`src/rtl/chnl_pkg.sv`:
```
// Shared types and constants for the channel-to-stream bridge: FSM encoding,
// default parameters, words-per-beat and saturating counter helpers.
package chnl_pkg;

    typedef enum logic [1:0] {
        ST_IDLE = 2'd0,
        ST_RECV = 2'd1,
        ST_WAIT = 2'd2,
        ST_SEND = 2'd3
    } chnl_state_t;

    localparam int DEF_PCI_DATA_WIDTH = 32;
    localparam int DEF_FIFO_DEPTH     = 16;
    localparam int DEF_WDOG_CYCLES    = 1048576;
    localparam int WORD_BITS          = 32;

    function automatic logic [31:0] words_per_beat(input int data_width);
        return 32'(data_width / WORD_BITS);
    endfunction

    // Length counters pin at all-ones instead of wrapping.
    function automatic logic [31:0] sat_add32(input logic [31:0] a, input logic [31:0] b);
        logic [32:0] sum;
        sum = {1'b0, a} + {1'b0, b};
        return sum[32] ? 32'hFFFF_FFFF : sum[31:0];
    endfunction

endpackage

```
`src/rtl/chnl_sync_fifo.sv`:
```
// Synchronous FIFO with a registered head word, flush, and full/empty flags.
// A word pushed into an empty FIFO is visible on head one cycle later.
module chnl_sync_fifo #(
    parameter int WIDTH = 32,
    parameter int DEPTH = 16
) (
    input  logic             CLK,
    input  logic             RST,
    input  logic             push,
    input  logic [WIDTH-1:0] push_data,
    input  logic             pop,
    input  logic             flush,
    output logic [WIDTH-1:0] head,
    output logic             full,
    output logic             empty
);

    localparam int AW = $clog2(DEPTH);

    logic [WIDTH-1:0] mem [DEPTH];
    logic [AW-1:0]    wr_ptr_reg, rd_ptr_reg, rd_ptr_next;
    logic [AW:0]      count_reg, count_next;
    logic [WIDTH-1:0] head_reg, head_next;
    logic             push_ok, pop_ok;

    assign empty   = (count_reg == '0);
    assign full    = (count_reg == (AW+1)'(DEPTH));
    assign push_ok = push && !full;
    assign pop_ok  = pop && !empty;
    assign head    = head_reg;

    // Head bypasses the array when the slot being written is the next one to read.
    always_comb begin
        rd_ptr_next = rd_ptr_reg + AW'(pop_ok);
        count_next  = count_reg + (AW+1)'(push_ok) - (AW+1)'(pop_ok);
        head_next   = (push_ok && (wr_ptr_reg == rd_ptr_next)) ? push_data : mem[rd_ptr_next];
    end

    always_ff @(posedge CLK) begin
        if (push_ok) begin
            mem[wr_ptr_reg] <= push_data;
        end
    end

    always_ff @(posedge CLK) begin
        if (RST || flush) begin
            wr_ptr_reg <= '0;
            rd_ptr_reg <= '0;
            count_reg  <= '0;
            head_reg   <= '0;
        end else begin
            wr_ptr_reg <= wr_ptr_reg + AW'(push_ok);
            rd_ptr_reg <= rd_ptr_next;
            count_reg  <= count_next;
            head_reg   <= head_next;
        end
    end

endmodule

```
`src/rtl/chnl_stream_bridge.sv`:
```
// Bridges a RIFFA-style RX/TX channel pair to a valid/ready core stream.
// Optional stall watchdog enabled by defining CHNL_WATCHDOG_EN.
module chnl_stream_bridge
    import chnl_pkg::*;
#(
    parameter int C_PCI_DATA_WIDTH = DEF_PCI_DATA_WIDTH,
    parameter int FIFO_DEPTH       = DEF_FIFO_DEPTH,
    parameter int WDOG_CYCLES      = DEF_WDOG_CYCLES
) (
    input  logic                        CLK,
    input  logic                        RST,
    output logic                        CHNL_RX_CLK,
    input  logic                        CHNL_RX,
    output logic                        CHNL_RX_ACK,
    input  logic                        CHNL_RX_LAST,
    input  logic [31:0]                 CHNL_RX_LEN,
    input  logic [30:0]                 CHNL_RX_OFF,
    input  logic [C_PCI_DATA_WIDTH-1:0] CHNL_RX_DATA,
    input  logic                        CHNL_RX_DATA_VALID,
    output logic                        CHNL_RX_DATA_REN,
    output logic                        CHNL_TX_CLK,
    output logic                        CHNL_TX,
    input  logic                        CHNL_TX_ACK,
    output logic                        CHNL_TX_LAST,
    output logic [31:0]                 CHNL_TX_LEN,
    output logic [30:0]                 CHNL_TX_OFF,
    output logic [C_PCI_DATA_WIDTH-1:0] CHNL_TX_DATA,
    output logic                        CHNL_TX_DATA_VALID,
    input  logic                        CHNL_TX_DATA_REN,
    output logic [C_PCI_DATA_WIDTH-1:0] core_data_in,
    output logic                        core_valid_in,
    input  logic                        core_ready_in,
    input  logic [C_PCI_DATA_WIDTH-1:0] core_data_out,
    input  logic                        core_valid_out,
    output logic                        core_ready_out,
    output logic [31:0]                 core_num_words,
    output logic                        busy,
    output logic                        err_timeout
);

    localparam logic [31:0] BEAT_WORDS = words_per_beat(C_PCI_DATA_WIDTH);

    chnl_state_t                 state_reg, state_next;
    logic [31:0]                 len_reg, rcount_reg, tcount_reg, tcount_inc;
    logic [C_PCI_DATA_WIDTH-1:0] core_data_in_reg;
    logic                        core_valid_in_reg;
    logic                        rx_ren, rx_beat, tx_valid, tx_beat;
    logic                        fifo_push, fifo_flush, fifo_full, fifo_empty;
    logic [C_PCI_DATA_WIDTH-1:0] fifo_head;
    logic                        wdog_expired;
    logic                        unused_inputs;

    assign unused_inputs = ^{CHNL_RX_OFF, CHNL_RX_LAST, CHNL_TX_ACK};

    assign CHNL_RX_CLK        = CLK;
    assign CHNL_TX_CLK        = CLK;
    assign CHNL_RX_ACK        = (state_reg == ST_RECV);
    assign CHNL_RX_DATA_REN   = rx_ren;
    assign CHNL_TX            = (state_reg == ST_SEND);
    assign CHNL_TX_LAST       = 1'b1;
    assign CHNL_TX_LEN        = len_reg;
    assign CHNL_TX_OFF        = '0;
    assign CHNL_TX_DATA       = fifo_head;
    assign CHNL_TX_DATA_VALID = tx_valid;
    assign core_data_in       = core_data_in_reg;
    assign core_valid_in      = core_valid_in_reg;
    assign core_ready_out     = (state_reg != ST_IDLE) && !fifo_full;
    assign core_num_words     = len_reg;
    assign busy               = (state_reg != ST_IDLE);

    assign rx_beat    = rx_ren && CHNL_RX_DATA_VALID;
    assign tx_beat    = tx_valid && CHNL_TX_DATA_REN;
    assign fifo_push  = core_valid_out && core_ready_out;
    assign tcount_inc = sat_add32(tcount_reg, BEAT_WORDS);

    always_comb begin
        state_next = state_reg;
        rx_ren     = 1'b0;
        tx_valid   = 1'b0;
        fifo_flush = 1'b0;
        case (state_reg)
            ST_IDLE: begin
                if (CHNL_RX && (CHNL_RX_LEN != '0)) state_next = ST_RECV;
            end
            ST_RECV: begin
                rx_ren = (rcount_reg < len_reg) && core_ready_in;
                if (rcount_reg >= len_reg) state_next = ST_WAIT;
            end
            ST_WAIT: begin
                if (!fifo_empty) state_next = ST_SEND;
            end
            ST_SEND: begin
                tx_valid = !fifo_empty;
                if (tx_valid && CHNL_TX_DATA_REN && (tcount_inc >= len_reg)) begin
                    state_next = ST_IDLE;
                    fifo_flush = 1'b1;
                end
            end
            default: state_next = ST_IDLE;
        endcase
        // A watchdog abort overrides whatever the FSM wanted to do.
        if (wdog_expired) begin
            state_next = ST_IDLE;
            fifo_flush = 1'b1;
        end
    end

    always_ff @(posedge CLK) begin
        if (RST) begin
            state_reg         <= ST_IDLE;
            len_reg           <= '0;
            rcount_reg        <= '0;
            tcount_reg        <= '0;
            core_valid_in_reg <= 1'b0;
            core_data_in_reg  <= '0;
        end else begin
            state_reg         <= state_next;
            core_valid_in_reg <= rx_beat;
            if (rx_beat) core_data_in_reg <= CHNL_RX_DATA;
            if ((state_reg == ST_IDLE) && CHNL_RX) begin
                len_reg    <= CHNL_RX_LEN;
                rcount_reg <= '0;
                tcount_reg <= '0;
            end else begin
                if (rx_beat) rcount_reg <= sat_add32(rcount_reg, BEAT_WORDS);
                if (tx_beat) tcount_reg <= tcount_inc;
            end
        end
    end

    chnl_sync_fifo #(
        .WIDTH (C_PCI_DATA_WIDTH),
        .DEPTH (FIFO_DEPTH)
    ) u_fifo (
        .CLK       (CLK),
        .RST       (RST),
        .push      (fifo_push),
        .push_data (core_data_out),
        .pop       (tx_beat),
        .flush     (fifo_flush),
        .head      (fifo_head),
        .full      (fifo_full),
        .empty     (fifo_empty)
    );

`ifdef CHNL_WATCHDOG_EN
    localparam logic [31:0] WDOG_LIMIT = 32'(WDOG_CYCLES - 1);

    logic [31:0] wdog_reg;
    logic        err_timeout_reg;

    assign wdog_expired = (state_reg != ST_IDLE) && (wdog_reg >= WDOG_LIMIT);
    assign err_timeout  = err_timeout_reg;

    // Any progress (beat or state change) restarts the stall count.
    always_ff @(posedge CLK) begin
        if (RST) begin
            wdog_reg        <= '0;
            err_timeout_reg <= 1'b0;
        end else begin
            if ((state_reg == ST_IDLE) || rx_beat || tx_beat || (state_next != state_reg)) begin
                wdog_reg <= '0;
            end else begin
                wdog_reg <= wdog_reg + 32'd1;
            end
            if (wdog_expired) begin
                err_timeout_reg <= 1'b1;
            end else if ((state_reg == ST_IDLE) && CHNL_RX) begin
                err_timeout_reg <= 1'b0;
            end
        end
    end
`else
    logic unused_cfg;

    assign unused_cfg   = (WDOG_CYCLES == 0);
    assign wdog_expired = 1'b0;
    assign err_timeout  = 1'b0;
`endif

endmodule
```
`config.mk`:
```
export PLATFORM = sky130hd
export DESIGN_NAME = chnl_stream_bridge
export DESIGN_NICKNAME = d
export VERILOG_FILES = /design/src/rtl/chnl_pkg.sv /design/src/rtl/chnl_sync_fifo.sv /design/src/rtl/chnl_stream_bridge.sv
export SDC_FILE = /design/constraint.sdc
export NUM_CORES = 1
export LEC_CHECK = 0
export CELL_PAD_IN_SITES_DETAIL_PLACEMENT = 0
export CELL_PAD_IN_SITES_GLOBAL_PLACEMENT = 1
export CORE_MARGIN = 5
export CORE_UTILIZATION = 25
export DETAILED_ROUTE_END_ITERATION = 6
export PLACE_DENSITY = 0.49
export SETUP_SLACK_MARGIN = 0.05
export SYNTH_ARGS = -nofsm -noshare
export SYNTH_HDL_FRONTEND = slang
export SYNTH_SLANG_ARGS = --single-unit
```
`constraint.sdc`:
```
create_clock -name CLK -period 4.75 [get_ports CLK]
set_input_delay 0.475 -clock CLK [delete_from_list [all_inputs] [get_ports CLK]]
set_output_delay 0.475 -clock CLK [all_outputs]
set_load 0.005 [all_outputs]
```
# Yosys cells after proc, flatten, opt, wreduce, memory -nomap -nowiden
# Memory sizes are Yosys's and may differ from the RTL's. A register that Yosys moved wholly into a read port is not among the register bits.
# Cells that the tools add are included.
# totals
mem_bits_ro	0
elab_cells	60
out_inout_bits	170
in_bits	136
latchBits	0
ff_bits	144
ram_bits	512
mem_count	1
# op_classes
n_shift	0
n_bitwise	0
n_reduce_logical	20
multipliers	0
add_sub_neg	6
eq_ne	8
order_cmp	3
n_mux	13
div_mod_pow	0
# memory_table
memory	words	width	read_ports	rd_clocked_by_memory_dff	write_ports	line	rtl
u_fifo.mem	16	32	1	1	1	chnl_sync_fifo.sv:20	logic [WIDTH-1:0] mem [DEPTH];
# ops
op	n
adder 32 x 1 -> 33 bit (second input constant)	2
greater-or-equal comparator 32 bit	2
2-to-1 mux 32 bit	2
less-than comparator 32 bit	1
nonzero test 32 bit	1
logical AND 1 bit	11
adder 4 x 1 -> 4 bit	2
2-to-1 mux 2 bit	4
one-hot mux 2 bit (4 select lines)	1
2-to-1 mux 1 bit	6
adder 5 x 1 -> 5 bit	1
equality test 5 bit (second input constant)	1
zero test 5 bit	1
subtractor 5 x 1 -> 5 bit	1
equality test 2 bit (second input constant)	2
!= test 2 x 1 -> 1 bit (second input constant)	2
!= test 2 bit (second input constant)	2
AND reduction 4 bit	1
equality test 2 x 1 -> 1 bit (second input constant)	1
zero test 1 bit	2
zero test 2 bit	1
nonzero test 2 bit	1
OR reduction 2 bit	1
logical OR 1 bit	1

# Depth between registers and ports, before layout
# logic_depth
depth_word	7
ltp_mapped	19
mapped_depth_nobuf	17

# Modules after synthesis
# Synthesis repeated with hierarchy kept, for this count alone.
# unflattened
hier_cells	2432
area_unflattened_um2	30882.1
# modules_own_cells
module	n_inst	seq_area_each_um2	cells_per_inst	area_per_inst_um2
chnl_sync_fifo	1	16275.6	1405	22656.7
chnl_stream_bridge	1	2622.5	1027	8225.4

==> results.sh <==
export IMPL_status="completed"
export IMPL_p_int_mw=11.6
export IMPL_ys_types=68
export IMPL_crit_path_start_kind="flop"
export IMPL_drc=0
export IMPL_peakVddDrop_uv=263
export IMPL_fin_total_pwr_mw=15.5
export IMPL_rsz0062_at_grt="no"
export IMPL_vias_per_cell=4.58
export IMPL_grt_use_total_pct=12.8
export IMPL_period_minus_slack_ns=4.35
export IMPL_drtPass1Iterations=5
export IMPL_grt_pass1_vias=17700
export IMPL_max_freq_mhz=230
export IMPL_vias=17200
export IMPL_die_w_um=352
export IMPL_syn_area_um2=29300
export IMPL_fin_skew_ns=0.0253
export IMPL_crit_type="reg -> reg"
export IMPL_arrival_ns=4.99
export IMPL_combPwrFrac_pct=14.0
export IMPL_dp_hpwl_um=50400
export IMPL_grt_ovfl_total=0
export IMPL_core_area_um2=116000
export IMPL_critPathCaptureType="flop"
export IMPL_dpl_instance_area_um2=33500
export IMPL_fillCellCount=11400
export IMPL_ant_nets=0
export IMPL_power_leakage_nw=12.2
export IMPL_yosysWarningCount=0
export IMPL_syn_mean_instance_area_um2=15.3
export IMPL_tritoncts="done"
export IMPL_post_drt_wl_per_cell_um=21.6
export IMPL_netSwitchingPower_mw=3.91
export IMPL_pwr_share_seq_pct=44.4
export IMPL_multi_input_area_um2=9500
export IMPL_finalSetupTns_ns=0
export IMPL_dominantRegCellSynth="edfxtp_1"
export IMPL_largest_reg_flops=512
export IMPL_worstPathMaxFanout=19
export IMPL_final_area_um2=36400
export IMPL_clkLatencyLatePin_ns=0.78
export IMPL_seq_area_um2=18900
export IMPL_hold_class="in -> reg"
export IMPL_dieArea_um2=124000
export IMPL_nets=2380
export IMPL_p_per_area_nw_per_um2=425
export IMPL_place_gp_congestion=0.750
export IMPL_whs_ns=0.289
export IMPL_rows=125
export IMPL_drv_max_cap_violation_count=0
export IMPL_finalHoldViolations=0
export IMPL_drive_gt1_share_pct=17.0
export IMPL_drt_wl_total_um=81000
export IMPL_grt_pass1_wl_um=120000
export IMPL_final_util_pct=31.3
export IMPL_tightestPinTransition_ns=0.862
export IMPL_start_util_pct=25.2
export IMPL_syn_inst=1917
export IMPL_synth_seq_cells=688
export IMPL_reg2reg_slack_ns=0.40
export IMPL_maxSlewHeadroom_pct=42.6
export IMPL_die_y_um=352
export IMPL_syn_to_final_growth_pct=24.4
export IMPL_finalSetupViolations=0
export IMPL_post_cts_buffers=0
export IMPL_hold_buffers=0
export IMPL_required_ns=5.38
export IMPL_post_cts_resized=0
export IMPL_top_register="u_fifo.mem"
export IMPL_synth_edf_count=512
export IMPL_antenna_found_initial=6
export IMPL_portBuffers=239
export IMPL_switching_share_pct=25.3
export IMPL_pin_count=306
export IMPL_slew_violations=0
export IMPL_clkTransAtPathRegs_ns=0.06
export IMPL_grt_start_max_net_pins=77
export IMPL_yosysSeqAreaShare_pct=64.6
export IMPL_synthArstFlopShare_pct=0
export IMPL_drt_initial_drc_count=964
export IMPL_power_share_clock_pct=41.6
export IMPL_period_share_pct=91.6
## power by group through the flow
stage | Sequential, mW | Clock [mW] | Combinational [mW]
6_report | 6.87 | 6.43 | 2.17
3_5_place_dp | 7.00 | 0.0355 | 2.21
5_1_grt | 6.89 | 6.92 | 2.37
2_1_floorplan | 6.95 | 0.0273 | 1.19
3_3_place_gp | 6.98 | 0.0355 | 2.20
4_1_cts | 6.87 | 6.66 | 2.22
## synthesized netlist by cell type, drive strengths merged, types with 25 or more instances
library cell  number  area share [%]
clkbuf            54            0.69
buf              109             2.5
nand3             25            0.43
mux4             160              12
nand2            139             1.8
nand4             26            0.63
inv               59            0.76
nor2             117             1.5
o21ai             25            0.43
dfxtp            176              12
a21oi            117             2.0
mux2i             66             2.3
nor3              27            0.50
ha                81             3.5
edfxtp           512              53
## critical path, cell delays in order (launching register included)
cell,delay [ns]
dfxtp_1,0.39
ha_1,0.25
and3_1,0.27
and2_1,0.23
and3_1,0.28
and3_1,0.25
and3_1,0.24
xnor2_1,0.13
nand2_1,0.07
ha_1,0.28
nand4_1,0.14
nor4_1,0.33
a311o_1,0.27
o311ai_1,0.11
and3_1,0.29
o21bai_4,0.33
buf_12,0.22
nor2_1,0.08
## area by class of cell
| type | count | area share (%) |
|---|---|---|
| clock inverter | 24 | 0.880 |
| clock buffer | 132 | 7.00 |
| multi-input combinational | 1038 | 26.1 |
| timing repair buffer | 288 | 8.21 |
| inverter | 59 | 0.609 |
| tap | 1524 | 5.24 |
| antenna | 3 | 0.0206 |
| sequential | 688 | 51.9 |
## layer usage
layer / up-vias / routed length, um / GRT usage, %
li1: 7802 / - / -
met1: 8874 / 35300 / 16.6
met4: 4 / 1790 / 3.78
met5: - / 30 / 0
met2: 426 / 39700 / 21.5
met3: 98 / 4190 / 2.76
## kinds of logic after synthesis
family                   share of synthesized area [%]
AO/OA/AOI/OAI                                     5.22
XOR/XNOR                                          1.22
AND/OR/NAND/NOR                                   6.86
other                                           0.0257
multiplexers                                      14.6
buffers and inverters                             3.96
flip-flops                                        64.6
adder cells (fa/ha/maj)                           3.53
## final timing paths
path,cells past startpoint,end,from
max reg2reg,17,u_fifo.head[26]$_SDFF_PP0_,tcount_reg[0]$_SDFFE_PP0P_
min,3,CHNL_TX_LEN[22]$_SDFFE_PP0P_,CHNL_RX_LEN[22]
max,17,u_fifo.head[26]$_SDFF_PP0_,tcount_reg[0]$_SDFFE_PP0P_
min reg2reg,2,tcount_reg[28]$_SDFFE_PP0P_,tcount_reg[28]$_SDFFE_PP0P_
## stage by stage
stage | setup WS (ns) | instances
2_1_floorplan | 0.345 | 1948
3_3_place_gp | 0.489 | 3599
3_5_place_dp | 0.416 | 3599
4_1_cts | 0.388 | 3753
5_1_grt | 0.110 | 3754
6_report | 0.399 | 3756
## cell usage in the layout, fill, tap and decap left out, types with 32 or more instances in the layout
| cell | count |
|---|---|
| dfxtp_1 | 176 |
| mux4_2 | 160 |
| a21oi_1 | 116 |
| conb_1 | 33 |
| inv_1 | 58 |
| clkdlybuf4s50_1 | 238 |
| nor2_1 | 103 |
| clkbuf_16 | 86 |
| buf_4 | 32 |
| ha_1 | 79 |
| edfxtp_1 | 512 |
| nand2_1 | 139 |
| mux2i_1 | 66 |
Power figures use the tool's default switching activity.
